**src/rtl/vn_byte_extractor.sv**
```systemverilog
// vn_byte_extractor
// Post-processing stage for the ring-oscillator TRNG: divides down the
// sample rate, removes bias with a von Neumann pair extractor, packs the
// surviving bits into words behind a valid/ready port, and keeps saturating
// raw ones/total counters used to tune the bias VDAC.
module vn_byte_extractor #(
    parameter int BITWIDTH  = 8,
    parameter int DIV_WIDTH = 8,
    parameter int CNT_WIDTH = 16
) (
    input  logic                 clk,
    input  logic                 rst,
    input  logic                 en,
    input  logic                 raw_bit,
    input  logic [DIV_WIDTH-1:0] sample_div,
    input  logic                 out_ready,
    output logic                 out_valid,
    output logic [BITWIDTH-1:0]  out_data,
    output logic                 overrun,
    input  logic                 clr_stats,
    output logic [CNT_WIDTH-1:0] raw_ones,
    output logic [CNT_WIDTH-1:0] raw_total
);

    localparam int BCW = (BITWIDTH > 2) ? $clog2(BITWIDTH) : 1;
    localparam logic [BCW-1:0] LAST_BIT = BCW'(BITWIDTH - 1);

    typedef enum logic {
        FIRST  = 1'b0,
        SECOND = 1'b1
    } pair_state_e;

    // The partial word never holds more than BITWIDTH-1 bits: the bit that
    // completes a word goes straight into out_data together with these.
    logic [DIV_WIDTH-1:0] div_cnt_q, div_cnt_d;
    pair_state_e          state_q, state_d;
    logic                 first_q, first_d;
    logic [BITWIDTH-2:0]  shreg_q, shreg_d;
    logic [BCW-1:0]       bit_cnt_q, bit_cnt_d;
    logic                 out_valid_q, out_valid_d;
    logic [BITWIDTH-1:0]  out_data_q, out_data_d;
    logic                 overrun_q, overrun_d;
    logic [CNT_WIDTH-1:0] raw_ones_q, raw_ones_d;
    logic [CNT_WIDTH-1:0] raw_total_q, raw_total_d;

    logic                 strobe;
    logic                 word_done;
    logic [BITWIDTH-1:0]  word;

    // Sample-rate divider: >= comparison recovers when sample_div is lowered
    // below the current count; held at zero while disabled.
    always_comb begin
        strobe    = en && (div_cnt_q >= sample_div);
        div_cnt_d = div_cnt_q;
        if (!en || strobe) begin
            div_cnt_d = '0;
        end else begin
            div_cnt_d = div_cnt_q + DIV_WIDTH'(1);
        end
    end

    // Von Neumann pair FSM and word packing; disabling drops any half pair
    // and any partial word so the next word is built only from fresh bits.
    always_comb begin
        state_d   = state_q;
        first_d   = first_q;
        shreg_d   = shreg_q;
        bit_cnt_d = bit_cnt_q;
        word_done = 1'b0;
        word      = {shreg_q, first_q};
        if (!en) begin
            state_d   = FIRST;
            shreg_d   = '0;
            bit_cnt_d = '0;
        end else if (strobe) begin
            if (state_q == FIRST) begin
                first_d = raw_bit;
                state_d = SECOND;
            end else begin
                state_d = FIRST;
                if (first_q != raw_bit) begin
                    if (bit_cnt_q == LAST_BIT) begin
                        word_done = 1'b1;
                        bit_cnt_d = '0;
                        shreg_d   = '0;
                    end else begin
                        shreg_d   = {shreg_q[BITWIDTH-3:0], first_q};
                        bit_cnt_d = bit_cnt_q + BCW'(1);
                    end
                end
            end
        end
    end

    // Output word register: a completed word is accepted if the slot is
    // empty or being drained this cycle, otherwise it is dropped and the
    // sticky overrun flag is raised.
    always_comb begin
        out_valid_d = out_valid_q;
        out_data_d  = out_data_q;
        overrun_d   = overrun_q;
        if (word_done) begin
            if (!out_valid_q || out_ready) begin
                out_valid_d = 1'b1;
                out_data_d  = word;
            end else begin
                overrun_d = 1'b1;
            end
        end else if (out_valid_q && out_ready) begin
            out_valid_d = 1'b0;
        end
    end

    // Saturating raw statistics; a clear wins over a same-cycle sample.
    always_comb begin
        raw_ones_d  = raw_ones_q;
        raw_total_d = raw_total_q;
        if (clr_stats) begin
            raw_ones_d  = '0;
            raw_total_d = '0;
        end else if (strobe) begin
            if (!(&raw_total_q)) begin
                raw_total_d = raw_total_q + CNT_WIDTH'(1);
            end
            if (raw_bit && !(&raw_ones_q)) begin
                raw_ones_d = raw_ones_q + CNT_WIDTH'(1);
            end
        end
    end

    // State registers with synchronous reset taking priority over everything.
    always_ff @(posedge clk) begin
        if (rst) begin
            div_cnt_q   <= '0;
            state_q     <= FIRST;
            first_q     <= 1'b0;
            shreg_q     <= '0;
            bit_cnt_q   <= '0;
            out_valid_q <= 1'b0;
            out_data_q  <= '0;
            overrun_q   <= 1'b0;
            raw_ones_q  <= '0;
            raw_total_q <= '0;
        end else begin
            div_cnt_q   <= div_cnt_d;
            state_q     <= state_d;
            first_q     <= first_d;
            shreg_q     <= shreg_d;
            bit_cnt_q   <= bit_cnt_d;
            out_valid_q <= out_valid_d;
            out_data_q  <= out_data_d;
            overrun_q   <= overrun_d;
            raw_ones_q  <= raw_ones_d;
            raw_total_q <= raw_total_d;
        end
    end

    assign out_valid = out_valid_q;
    assign out_data  = out_data_q;
    assign overrun   = overrun_q;
    assign raw_ones  = raw_ones_q;
    assign raw_total = raw_total_q;

endmodule

```
**config.mk**
```make
export PLATFORM = sky130hd
export DESIGN_NAME = vn_byte_extractor
export DESIGN_NICKNAME = d
export VERILOG_FILES = /design/src/rtl/vn_byte_extractor.sv
export SDC_FILE = /design/constraint.sdc
export NUM_CORES = 1
export LEC_CHECK = 0
export BUFFER_PORTS_ARGS = -buffer_cell sky130_fd_sc_hd__clkbuf_2
export CAP_MARGIN = 25
export CELL_PAD_IN_SITES_DETAIL_PLACEMENT = 0
export CELL_PAD_IN_SITES_GLOBAL_PLACEMENT = 1
export CORE_MARGIN = 5
export CORE_UTILIZATION = 40
export CTS_CLUSTER_SIZE = 10
export DETAILED_ROUTE_END_ITERATION = 10
export MAX_ROUTING_LAYER = met4
export PLACE_DENSITY_LB_ADDON = 0.1
export SETUP_SLACK_MARGIN = 0.15
export SLEW_MARGIN = 30
export SYNTH_ARGS = -nofsm -noshare
export SYNTH_HDL_FRONTEND = slang
export SYNTH_SLANG_ARGS = --single-unit
```
**constraint.sdc**
```tcl
create_clock -name clk -period 4.2 [get_ports clk]
set_input_delay 0.42 -clock clk [delete_from_list [all_inputs] [get_ports clk]]
set_output_delay 0.42 -clock clk [all_outputs]
set_load 0.01 [all_outputs]
```
==> reports/results.txt <==
Outcome -> complete, no violations
Core ar. -> 0.008134 sq mm
Area of the multi-input gates -> 0.001922 sq mm
Post-CTS Setup Inserts -> 0
Fill count -> 807
Max-Cap Viols -> 0
Post-Place Setup Slack -> 1.503 ns
Clk_lat worst skew -> 0.35 ns
Share of cells above drive strength 1 -> 19.18%
Crit end category -> flop
Max Clock Skew -> 0.008878 ns
Worst EP arrival -> 2.80 ns
Cell depth of the worst setup path -> 7
DR iter-0 viols -> 78
Hpwl dp -> 5.657 mm
Critical path peak fanout -> 12
Final-report setup violation count -> 0
Syn. warnings -> 0
FFs w/ async S/R, synth -> 0%
TNS Setup -> 0 ns
Critical path type -> flop to flop
Data required, critical path -> 4.48 ns
Final WS setup -> 1.678 ns
Vias -> 3,016
Pre-antenna DRT Iters -> 4
EDFF count, synth -> 0
Commonest non-fill, non-tap cells in the layout -> 62 x dfxtp_1, 55 x clkbuf_2, 31 x nand3_1
Hold Path Class -> primary input to flop
Sequential element share of the synthesized area -> 37.68%
DIE AREA -> 0.01015 sq mm
Fin crit period -> 2.522 ns
Width of the die -> 100.8 um
TritonCTS clock tree -> built
CTS Sinks -> 62
Slew Viols, Final -> 0
Buf/Inv on CP -> 1
Vias/cell -> 5.554
Synth cell types -> 45
Total Wirelength -> 8.007 mm
Crit-path cells -> inv_1 > ha_1 > nand2b_1 > a2111o_1 > and4_1 > or3_1 > nor2_1
Initial antenna violation count -> 0
Share of the synthesized area in the top cell type -> 37.68%
Total gr overflow -> 0
CP delay by family, top -> simple AND/OR/NAND/NOR gates
IO Pins -> 56
Max VDD drop -> 0.1654 mV
Synth area leaders -> dfxtp_1 38%, mux2i_1 5.2%, ha_1 4.9%
Worst-margin pin slew -> 0.8947 ns
CTS max path bufs -> 2
CP max-delay cell -> or3_1
Slew margin rel. -> 39.95%
Sequential cell area -> 0.001241 sq mm
Synth-to-layout area growth -> 17.20%
Number of global-route vias before repair -> 2,857
Rows -> 33
DRT antenna net count -> 0
Post-CTS Hold Buffers -> 0
Syn Nets -> 413
Commonest non-fill, non-tap cell in the layout -> dfxtp_1
Tcrit/Tclk final -> 60.04%
Cts bufs inserted -> 9
#FFs+latches synth -> 62
RSZ-0062 raised after global routing -> false
Initial Utilization -> 40.50%
Routed wire per std cell -> 14.75 um
Main synth FF type -> dfxtp_1
Startpoint types -> flop
Fmax -> 0.3966 GHz
Antenna cells -> 0
PortBufs -> 55
Power per Cell Area -> 303.6 mW/mm^2
DRC -> 0
H-tree levels -> 3
Hold Fails Final Rpt -> 0
Global-route wire length before repair -> 13.67 mm
Die Y -> 100.8 um
Leak -> 1.404 nW
Hold-critical path depth -> 3
Reg2reg path depth -> 7
Post-CTS Resized -> 0
Post-Synthesis Cells -> 386
CP peak stage delay -> 0.55 ns
GR Util All Layers -> 17.09%
GPL Wtd Cong -> 0.7787
Largest area contributor in the netlist -> dfxtp_1
Clock slew at reported path FFs -> 0.08 ns
Root Driver -> clkbuf_8
Syn avg cell area -> 8.535 sq um
Largest net degree at the start of global routing -> 36
Synth Cell Area -> 0.003294 sq mm
Final net count -> 460
routing by layer:
metal / wire length [um] / global-route usage (%)
met3: 373 / 5.467
met2: 3750 / 26.28
met5: 0 / -
met4: 90 / 4.974
met1: 3793 / 21.51
logic make-up (layout without fill, tap and decap cells):
family	count (synthesis)	after routing	share of synthesized area [%]
XOR/XNOR	8	8	2.127
multiplexers	17	17	5.165
AND/OR/NAND/NOR	163	163	27.99
buffers and inverters	37	89	4.519
adder cells (fa/ha/maj)	13	13	4.937
flip-flops	62	62	37.68
AO/OA/AOI/OAI	86	86	17.58
area by class of cell:
type	instances	area share (%)
Clock buffer	9	3.208
Clock inverter	7	1.912
Inverter	15	1.458
Multi-Input combinational cell	287	49.77
Sequential cell	62	32.15
Tap cell	105	3.402
Timing Repair Buffer	58	8.101
state kept, by name, summed over array words and instances, names as in the netlist, 3 cells and up:
| register | cells |
|---|---|
| raw_ones | 16 |
| raw_total | 16 |
| div_cnt_q | 8 |
| out_data | 8 |
| shreg_q | 7 |
| bit_cnt_q | 3 |
worst register-to-register path, stage by stage, from the launching register on:
cell and delay (ns):
dfxtp_1 0.42, inv_1 0.08, ha_1 0.26, nand2b_1 0.14
a2111o_1 0.49, and4_1 0.38, or3_1 0.55, nor2_1 0.14
worst paths after layout:
| kind | start | endpoint | slack (ns) |
|---|---|---|---|
| setup reg to reg | div_cnt_q[0] | div_cnt_q[7] | 1.68 |
| hold / removal | out_ready | overrun | 0.39 |
| setup / recovery | div_cnt_q[0] | div_cnt_q[7] | 1.68 |
| hold reg to reg | bit_cnt_q[1] | bit_cnt_q[1] | 0.47 |
power by group:
part / switching (mW) / total, mW / internal [mW] / leakage [nW]
Combinational: 0.0316 / 0.0498 / 0.0182 / 0.805
Clock: 0.257 / 0.533 / 0.276 / 0.0996
Sequential: 0.00155 / 0.590 / 0.588 / 0.499
stage by stage:
step | total power, mW | area, sq um | cells | hold slack [ns] | utilization [%]
6_report | 1.172 | 3861 | 543 | 0.3898 | 47.47
5_1_grt | 1.226 | 3861 | 543 | 0.4077 | 47.47
4_1_cts | 1.198 | 3859 | 543 | 0.3758 | 47.44
3_5_place_dp | 0.6542 | 3661 | 527 | 0.4588 | 45.01
3_3_place_gp | 0.6533 | 3631 | 525 | 0.4525 | 44.64
2_1_floorplan | 0.6364 | 3294 | 386 | 0.4442 | -
cell usage after synthesis (2+ instances only):
library cell,n
dfxtp_1,62
nand3_1,31
a21oi_1,28
nand2_1,26
nand2b_1,21
or3_1,19
mux2i_1,17
nor2_1,17
inv_1,15
clkbuf_1,14
ha_1,13
o31ai_1,13
or4_1,13
o2111ai_1,10
o211ai_1,9
o21ai_0,9
buf_2,8
nor4_1,8
nand4_1,7
and3_1,5
xor2_1,5
a31oi_1,4
and2_1,3
and4_1,3
xnor2_1,3
a41o_1,2
nor3_1,2
or2_2,2
(Power assumes the default switching activity.)
